$ cat src/rtl/sram_dma_if.sv
// SRAM CPU-side bus plus DMA request/grant handshake shared by the DMA engine
// (master) and the SRAM controller / bus arbiter (slave).
interface sram_dma_if;
  logic        dma_req;
  logic        dma_gnt;
  logic [15:0] mem_ad;
  logic [7:0]  mem_do;
  logic [7:0]  mem_di;
  logic        mem_rw;
  logic        mem_cs;

  modport master (
    output dma_req, mem_ad, mem_do, mem_rw, mem_cs,
    input  dma_gnt, mem_di
  );

  modport slave (
    input  dma_req, mem_ad, mem_do, mem_rw, mem_cs,
    output dma_gnt, mem_di
  );
endinterface

$ cat src/rtl/sram_dma.sv
// Byte-wide block copy/fill DMA engine on the SRAM CPU-side port.
// Optional macro DMA_IRQ_EN adds the level completion interrupt and read-to-clear DONE.
module sram_dma #(
  parameter int LEN_W = 16
) (
  input  logic        clk,
  input  logic        rst_n,
  input  logic        reg_cs_i,
  input  logic        reg_rw_i,
  input  logic [2:0]  reg_ad_i,
  input  logic [7:0]  reg_di_i,
  output logic [7:0]  reg_do_o,
  output logic        irq_o,
  sram_dma_if.master  bus
);

  typedef enum logic [1:0] {IDLE, REQ, RD, WR} state_e;

  state_e           state_q, state_d;
  logic [15:0]      src_q, src_d, dst_q, dst_d;
  logic [LEN_W-1:0] len_q, len_d;
  logic [7:0]       fill_val_q, fill_val_d, buf_q, buf_d;
  logic             fill_mode_q, fill_mode_d;
  logic             done_q, done_d, aborted_q, aborted_d;
  logic             ie_q, ie_d;
  logic             busy, reg_wr;
  logic [15:0]      len_ext;

  assign busy    = (state_q != IDLE);
  assign reg_wr  = reg_cs_i & ~reg_rw_i;
  assign len_ext = 16'(len_q);

  // NOTE: every variable gets its default before the case so no path leaves it unassigned (no latch).
  always_comb begin
    state_d     = state_q;
    src_d       = src_q;
    dst_d       = dst_q;
    len_d       = len_q;
    fill_val_d  = fill_val_q;
    buf_d       = buf_q;
    fill_mode_d = fill_mode_q;
    done_d      = done_q;
    aborted_d   = aborted_q;
    ie_d        = ie_q;

`ifdef DMA_IRQ_EN
    // Status read acknowledges completion; a same-edge completion below still wins.
    if (reg_cs_i && reg_rw_i && reg_ad_i == 3'd6) done_d = 1'b0;
`endif

    case (state_q)
      IDLE: begin
        if (reg_wr) begin
          case (reg_ad_i)
            3'd0: src_d[15:8] = reg_di_i;
            3'd1: src_d[7:0]  = reg_di_i;
            3'd2: dst_d[15:8] = reg_di_i;
            3'd3: dst_d[7:0]  = reg_di_i;
            3'd4: len_d = LEN_W'({reg_di_i, len_ext[7:0]});
            3'd5: len_d = LEN_W'({len_ext[15:8], reg_di_i});
            3'd6: begin
              fill_mode_d = reg_di_i[1];
`ifdef DMA_IRQ_EN
              ie_d        = reg_di_i[7];
`endif
              if (reg_di_i[0]) begin
                aborted_d = 1'b0;
                if (len_q != '0) begin
                  state_d = REQ;
                  done_d  = 1'b0;
                end else begin
                  done_d  = 1'b1;
                end
              end
            end
            default: fill_val_d = reg_di_i;
          endcase
        end
      end
      REQ: if (bus.dma_gnt) state_d = fill_mode_q ? WR : RD;
      RD: begin
        if (bus.dma_gnt) begin
          buf_d   = bus.mem_di;
          src_d   = src_q + 16'd1;
          state_d = WR;
        end
      end
      WR: begin
        if (bus.dma_gnt) begin
          dst_d = dst_q + 16'd1;
          len_d = len_q - LEN_W'(1);
          if (len_q == LEN_W'(1)) begin
            state_d = IDLE;
            done_d  = 1'b1;
          end else if (!fill_mode_q) begin
            state_d = RD;
          end
        end
      end
      default: state_d = IDLE;
    endcase

    // Abort overrides the state move but keeps the effects of a bus cycle finishing on this edge.
    if (busy && reg_wr && reg_ad_i == 3'd6 && reg_di_i[2]) begin
      state_d   = IDLE;
      aborted_d = 1'b1;
      done_d    = 1'b0;
    end
  end

  // NOTE: sequential state uses non-blocking assignments so all registers update together at the edge.
  always_ff @(posedge clk or negedge rst_n) begin
    if (!rst_n) begin
      state_q     <= IDLE;
      src_q       <= '0;
      dst_q       <= '0;
      len_q       <= '0;
      fill_val_q  <= '0;
      buf_q       <= '0;
      fill_mode_q <= 1'b0;
      done_q      <= 1'b0;
      aborted_q   <= 1'b0;
      ie_q        <= 1'b0;
    end else begin
      state_q     <= state_d;
      src_q       <= src_d;
      dst_q       <= dst_d;
      len_q       <= len_d;
      fill_val_q  <= fill_val_d;
      buf_q       <= buf_d;
      fill_mode_q <= fill_mode_d;
      done_q      <= done_d;
      aborted_q   <= aborted_d;
      ie_q        <= ie_d;
    end
  end

  // Bus outputs decode straight from state so reset drops cs/req without waiting for a clock.
  always_comb begin
    bus.mem_ad = '0;
    bus.mem_do = '0;
    bus.mem_rw = 1'b1;
    bus.mem_cs = 1'b0;
    case (state_q)
      RD: begin
        bus.mem_ad = src_q;
        bus.mem_cs = bus.dma_gnt;
      end
      WR: begin
        bus.mem_ad = dst_q;
        bus.mem_rw = 1'b0;
        bus.mem_do = fill_mode_q ? fill_val_q : buf_q;
        bus.mem_cs = bus.dma_gnt;
      end
      default: ;
    endcase
  end

  assign bus.dma_req = busy;

  always_comb begin
    case (reg_ad_i)
      3'd0:    reg_do_o = src_q[15:8];
      3'd1:    reg_do_o = src_q[7:0];
      3'd2:    reg_do_o = dst_q[15:8];
      3'd3:    reg_do_o = dst_q[7:0];
      3'd4:    reg_do_o = len_ext[15:8];
      3'd5:    reg_do_o = len_ext[7:0];
      3'd6:    reg_do_o = {busy, done_q, aborted_q, 3'b000, fill_mode_q, 1'b0};
      default: reg_do_o = fill_val_q;
    endcase
  end

`ifdef DMA_IRQ_EN
  assign irq_o = done_q & ie_q;
`else
  assign irq_o = 1'b0;
`endif

endmodule

$ cat src/flat_wrapper.sv
// flat-port wrapper written by rule: the top's interface ports become plain ports
module sram_dma_flat 
#(
  parameter int LEN_W = 16
)
  (clk, rst_n, reg_cs_i, reg_rw_i, reg_ad_i, reg_di_i, reg_do_o, irq_o, bus_dma_req, bus_mem_ad, bus_mem_do, bus_mem_rw, bus_mem_cs, bus_dma_gnt, bus_mem_di);
  sram_dma_if bus_i ();
  input  logic clk;
  input  logic rst_n;
  input  logic reg_cs_i;
  input  logic reg_rw_i;
  input  logic [2:0] reg_ad_i;
  input  logic [7:0] reg_di_i;
  output logic [7:0] reg_do_o;
  output logic irq_o;
  output wire logic [$bits(bus_i.dma_req)-1:0] bus_dma_req;
  output wire logic [$bits(bus_i.mem_ad)-1:0] bus_mem_ad;
  output wire logic [$bits(bus_i.mem_do)-1:0] bus_mem_do;
  output wire logic [$bits(bus_i.mem_rw)-1:0] bus_mem_rw;
  output wire logic [$bits(bus_i.mem_cs)-1:0] bus_mem_cs;
  input wire logic [$bits(bus_i.dma_gnt)-1:0] bus_dma_gnt;
  input wire logic [$bits(bus_i.mem_di)-1:0] bus_mem_di;
  assign bus_dma_req = bus_i.dma_req;
  assign bus_mem_ad = bus_i.mem_ad;
  assign bus_mem_do = bus_i.mem_do;
  assign bus_mem_rw = bus_i.mem_rw;
  assign bus_mem_cs = bus_i.mem_cs;
  assign bus_i.dma_gnt = bus_dma_gnt;
  assign bus_i.mem_di = bus_mem_di;
  sram_dma #(.LEN_W(LEN_W)) u_core (.clk(clk), .rst_n(rst_n), .reg_cs_i(reg_cs_i), .reg_rw_i(reg_rw_i), .reg_ad_i(reg_ad_i), .reg_di_i(reg_di_i), .reg_do_o(reg_do_o), .irq_o(irq_o), .bus(bus_i));
endmodule
$ cat config.mk
export PLATFORM = sky130hd
export DESIGN_NAME = sram_dma_flat
export DESIGN_NICKNAME = d
export VERILOG_FILES = /design/src/rtl/sram_dma_if.sv /design/src/rtl/sram_dma.sv /design/src/flat_wrapper.sv
export SDC_FILE = /design/constraint.sdc
export NUM_CORES = 1
export LEC_CHECK = 0
export BUFFER_PORTS_ARGS = -buffer_cell sky130_fd_sc_hd__buf_2
export CAP_MARGIN = 20
export CORE_ASPECT_RATIO = 0.6
export CORE_MARGIN = 5
export CORE_UTILIZATION = 45
export DETAILED_ROUTE_END_ITERATION = 10
export PLACE_DENSITY = 0.63
export REMOVE_ABC_BUFFERS = 1
export SLEW_MARGIN = 10
export SYNTH_ARGS = -nofsm -noshare
export SYNTH_HDL_FRONTEND = slang
export SYNTH_SLANG_ARGS = --single-unit
$ cat constraint.sdc
create_clock -name clk -period 7.73 [get_ports clk]
set_input_delay 1.9325 -clock clk [delete_from_list [all_inputs] [get_ports clk]]
set_output_delay 1.9325 -clock clk [all_outputs]
set_load 0.02 [all_outputs]
# Word level (Yosys, flattened, before mapping)
# Index checks and enable logic that the tools add are counted.
# totals
input_bits,24
out_inout_bits,36
ff_bits,69
word_cells,121
# classes
add_sub_neg,3
n_bitwise,3
n_reduce_logical,28
n_mux,45
n_eq_ne,30
# op_table
operator,n
16-bit one-hot mux with 2 select lines,5
16-bit two-way mux,6
8-bit one-hot mux with 7 select lines,1
8-bit two-way mux,6
"16-bit by 1-bit adder with 16-bit output, second input constant",2
2-bit two-way mux,10
4-bit AND reduction,5
"16-bit by 1-bit == test with 1-bit output, second input constant",1
16-bit nonzero test,1
"16-bit by 1-bit subtractor with 16-bit output, second input constant",1
1-bit two-way mux,15
"2-bit by 1-bit inequality test with 1-bit output, second input constant",7
2-bit nonzero test,7
"3-bit by 1-bit inequality test with 1-bit output, second input constant",4
"3-bit by 2-bit inequality test with 1-bit output, second input constant",4
5-bit AND reduction,2
"3-bit == test, second input constant",3
"2-bit inequality test, second input constant",4
2-bit one-hot mux with 4 select lines,1
8-bit AND reduction,1
7-bit OR reduction,1
"3-bit by 2-bit == test with 1-bit output, second input constant",2
3-bit AND reduction,2
6-bit AND reduction,1
other kinds (13),17

# Logic depth before layout (Yosys ltp)
# depth
depth_word,7
ltp_mapped,9
depth_no_buf,7

# Least setup slack after synthesis
# No wires, ideal clock.
# synth_timing
path_type,input port to output port
startpoint,in reg_ad_i[0]
endpoint,out reg_do_o[1]
arrival_ps,3551
slack_ps,2246
path_buffers,3
path_stages,7
path_cell_list,clkbuf_1 -> clkbuf_1 -> clkbuf_1 -> o21ai_0 -> o311ai_0 -> o21ai_0 -> a21oi_1
# synth_via
elab_chain_cells,2
elab_cells_between_ends,8
# synth_lines
item,line_no,text
"start, declared",flat_wrapper.sv:12,input logic [2:0] reg_ad_i;
3-bit == test (tied with other cells),sram_dma.sv:162,case (reg_ad_i)
8-bit one-hot mux with 7 select lines *,sram_dma.sv:162,
"end, declared",flat_wrapper.sv:14,output logic [7:0] reg_do_o;
# Every way passes the cells marked *; elsewhere a longest branch is shown, timed or not.

# Worst setup path after layout
# layout_timing
startpoint,in reg_ad_i[1]
endpoint,out reg_do_o[7]
# Same word-level chain as after synthesis.

==> results.md <==
- Top cell type by total area after synthesis: dfrtp_1
- Setup crit end kind: primary output
- Hold Slack: 0.510 ns
- Data required time at the worst endpoint: 5.80 ns
- Post-route setup slack: 2.33 ns
- Most frequent cell on the critical path: buf_2
- Final clock skew: 0.00549 ns
- Final Hold Violating Endpoints: 0
- Critical-path maximum fanout: 37
- Port bufs: 58
- Fin crit share: 69.8%
- Initial antenna violation count: 0
- Initial DRC count: 593
- TritonCTS buffer count: 9
- CTS tree: done
- Post-CTS resize count: 0
- Syn avg cell area: 8.31 sq um
- Synth warn: 0
- Postcts setup bufs: 0
- Post-layout min period: 5.40 ns
- Ports: 60
- DP HPWL: 12.6 mm
- Die Y: 90.5 um
- Synth top area share: 35.5%
- Setup CP Type: in -> out
- Largest net degree at the start of global routing: 70
- Layout area overhead: 14.2%
- P per Cell Area: 489 nW/um^2
- H-tree depth: 3
- Dpl ws: 2.39 ns
- DR vias: 4980
- Startpoint Class: input port
- Layout cells sized above 1: 19.0%
- Slew Limit Fails: 0
- Die Width: 144 um
- Worst-skew pair later-pin latency: 0.33 ns
- Run status: finished clean
- Vias/cell: 6.52
- Fmax: 185 MHz
- All-Layer GR Usage: 26.6%
- FFs w/ async S/R, synth: 100%
- # hold bufs at CTS: 0
- Core Area: 10600 sq um
- Wire per inst: 22.7 um
- Number of detailed-route iterations in the first pass: 5
- Root Driver: clkbuf_16
- Seq/Total Area, Yosys: 35.5%
- Ys flop type: dfrtp_1
- Number of global-route vias before repair: 4602
- Setup Viol. Count Final: 0
- Worst IR Drop VDD: 0.000189 V
- NumNets Final: 653
- Antenna Cells: 0
- Total of max-cap violations: 0
- Worst-path cell chain: buf_2 -> nand3_1 -> o221a_2 -> buf_2
- Setup TNS: 0 ns
- Leakage: 2.32 nW
- Syn Inst Count: 585
- Largest cells by area after synthesis: dfrtp_1 36%, a21oi_1 5.5%, o21ai_0 4.9%
- Buf/Inv on CP: 2
- Worst-case clock buffer depth: 2
- Cell Rows: 29
- Die area: 13000 sq um
- Worst hold path class: reg -> reg
- Slew HR: 38.5%
- Least-Margin Pin Slew: 0.922 ns
- Slowest library cell on the worst path: buf_2
- Core Util, Final: 52.6%
- First-pass GRT wire length: 26.9 mm
- Arr. time, crit path: 3.46 ns
- Synth Cell Area: 4860 sq um
- Seq cells post-synth: 69
- CP delay by family, top: buffers and inverters
- Final Total Pwr: 2.71 mW
- Post-synth EDFFs: 0
- Worst-path clk slew: 0.05 ns
- Final GP Congestion: 0.965
- Antenna Violating Nets Remaining: 0
- RSZ-0062 raised after global routing: no
- Yosys cell types: 68
- WL final: 17.3 mm
- Clock sinks: 69
- Gr ovfl total: 0
- Initial Util: 46.0%
- DRC errors left: 0
- Crit-path max cell delay: 0.48 ns
==> cells by family (layout without fill, tap and decap cells) <==
group                    Yosys count  in the layout  synth area share, %
flip-flops                        69             69                 35.5
other                              1              1               0.0772
buffers and inverters             60            100                 4.76
multiplexers                      36             36                 8.47
AO/OA/AOI/OAI                    220            220                 30.0
adder cells (fa/ha/maj)            9              9                 2.32
AND/OR/NAND/NOR                  190            190                 18.9
==> Yosys cell counts, types with 7 or more instances <==
| cell | instances |
|---|---|
| nor3_1 | 10 |
| mux2_2 | 21 |
| dfrtp_1 | 69 |
| a31oi_1 | 13 |
| inv_1 | 19 |
| clkbuf_1 | 29 |
| mux2i_1 | 13 |
| ha_1 | 9 |
| buf_1 | 8 |
| a2bb2oi_1 | 7 |
| o21ai_0 | 48 |
| nand3_1 | 18 |
| a21oi_1 | 53 |
| a22o_1 | 12 |
| o22ai_1 | 19 |
| nor2_1 | 51 |
| o22a_1 | 15 |
| nand2_1 | 58 |
==> report_power, final <==
group | leakage [nW] | switching (mW) | total (mW) | internal (mW)
Clock | 0.163 | 0.158 | 0.457 | 0.299
Sequential | 0.819 | 0.289 | 0.824 | 0.536
Combinational | 1.34 | 0.883 | 1.43 | 0.550
==> registers in the layout (all words and copies together) (netlist names), 2 cells and up <==
signal,flops
u_core.dst_q,16
u_core.len_ext,16
u_core.src_q,16
u_core.buf_q,8
u_core.fill_val_q,8
u_core.state_q,2
==> final timing paths <==
kind	start	slack, ns	cells past startpoint	end
min	u_core.buf_q[5]	0.51	1	u_core.buf_q[5]
max reg2reg	u_core.state_q[1]	4.43	7	u_core.src_q[15]
min reg2reg	u_core.buf_q[5]	0.51	1	u_core.buf_q[5]
max in group asynchronous	rst_n	5.32	2	u_core.len_ext[6]
max	reg_ad_i[1]	2.33	4	reg_do_o[7]
min in group asynchronous	rst_n	1.82	2	u_core.dst_q[13]
==> worst reg2reg max path, stage by stage (launching register included) <==
cell	delay (ns)
dfrtp_1	0.47
inv_1	0.17
ha_1	0.53
inv_1	0.31
o21ai_0	0.72
nand2_1	0.41
o41ai_1	0.45
a311o_1	0.17
==> cell usage in the layout, fill, tap and decap left out, types with 9 or more instances in the layout <==
master | Yosys | routed
a31oi_1 | 13 | 13
mux2i_1 | 13 | 13
a22o_1 | 12 | 12
mux2_2 | 21 | 21
nor2_1 | 51 | 51
o22a_1 | 15 | 15
clkbuf_16 | 0 | 9
a21oi_1 | 53 | 53
inv_1 | 19 | 19
nand3_1 | 18 | 18
dfrtp_1 | 69 | 69
buf_2 | 2 | 58
o22ai_1 | 19 | 19
nand2_1 | 58 | 58
o21ai_0 | 48 | 48
nor3_1 | 10 | 9
==> layer usage <==
metal	vias up	global-route usage, %	share of wire [%]
li1	2281	-	-
met1	2385	40.7	45
met2	284	34.1	39
met3	30	11.2	14
met4	0	6.37	1.6
met5	-	0	0
==> area by class of cell <==
type	instances	area, sq um
Timing Repair Buffer	64	335
Inverter	20	75.1
Tap cell	139	174
Clock inverter	4	70.1
Sequential cell	69	1730
Fill cell	998	5010
Clock buffer	12	256
Multi-Input combinational cell	456	2910
==> metrics by stage <==
step | cell area [sq um] | cells
final | 5550 | 764
after global routing | 5550 | 764
after global placement | 5220 | 748
after floorplan | 4700 | 545
after CTS | 5540 | 764
after detailed placement | 5220 | 748
(Power assumes the default switching activity.)
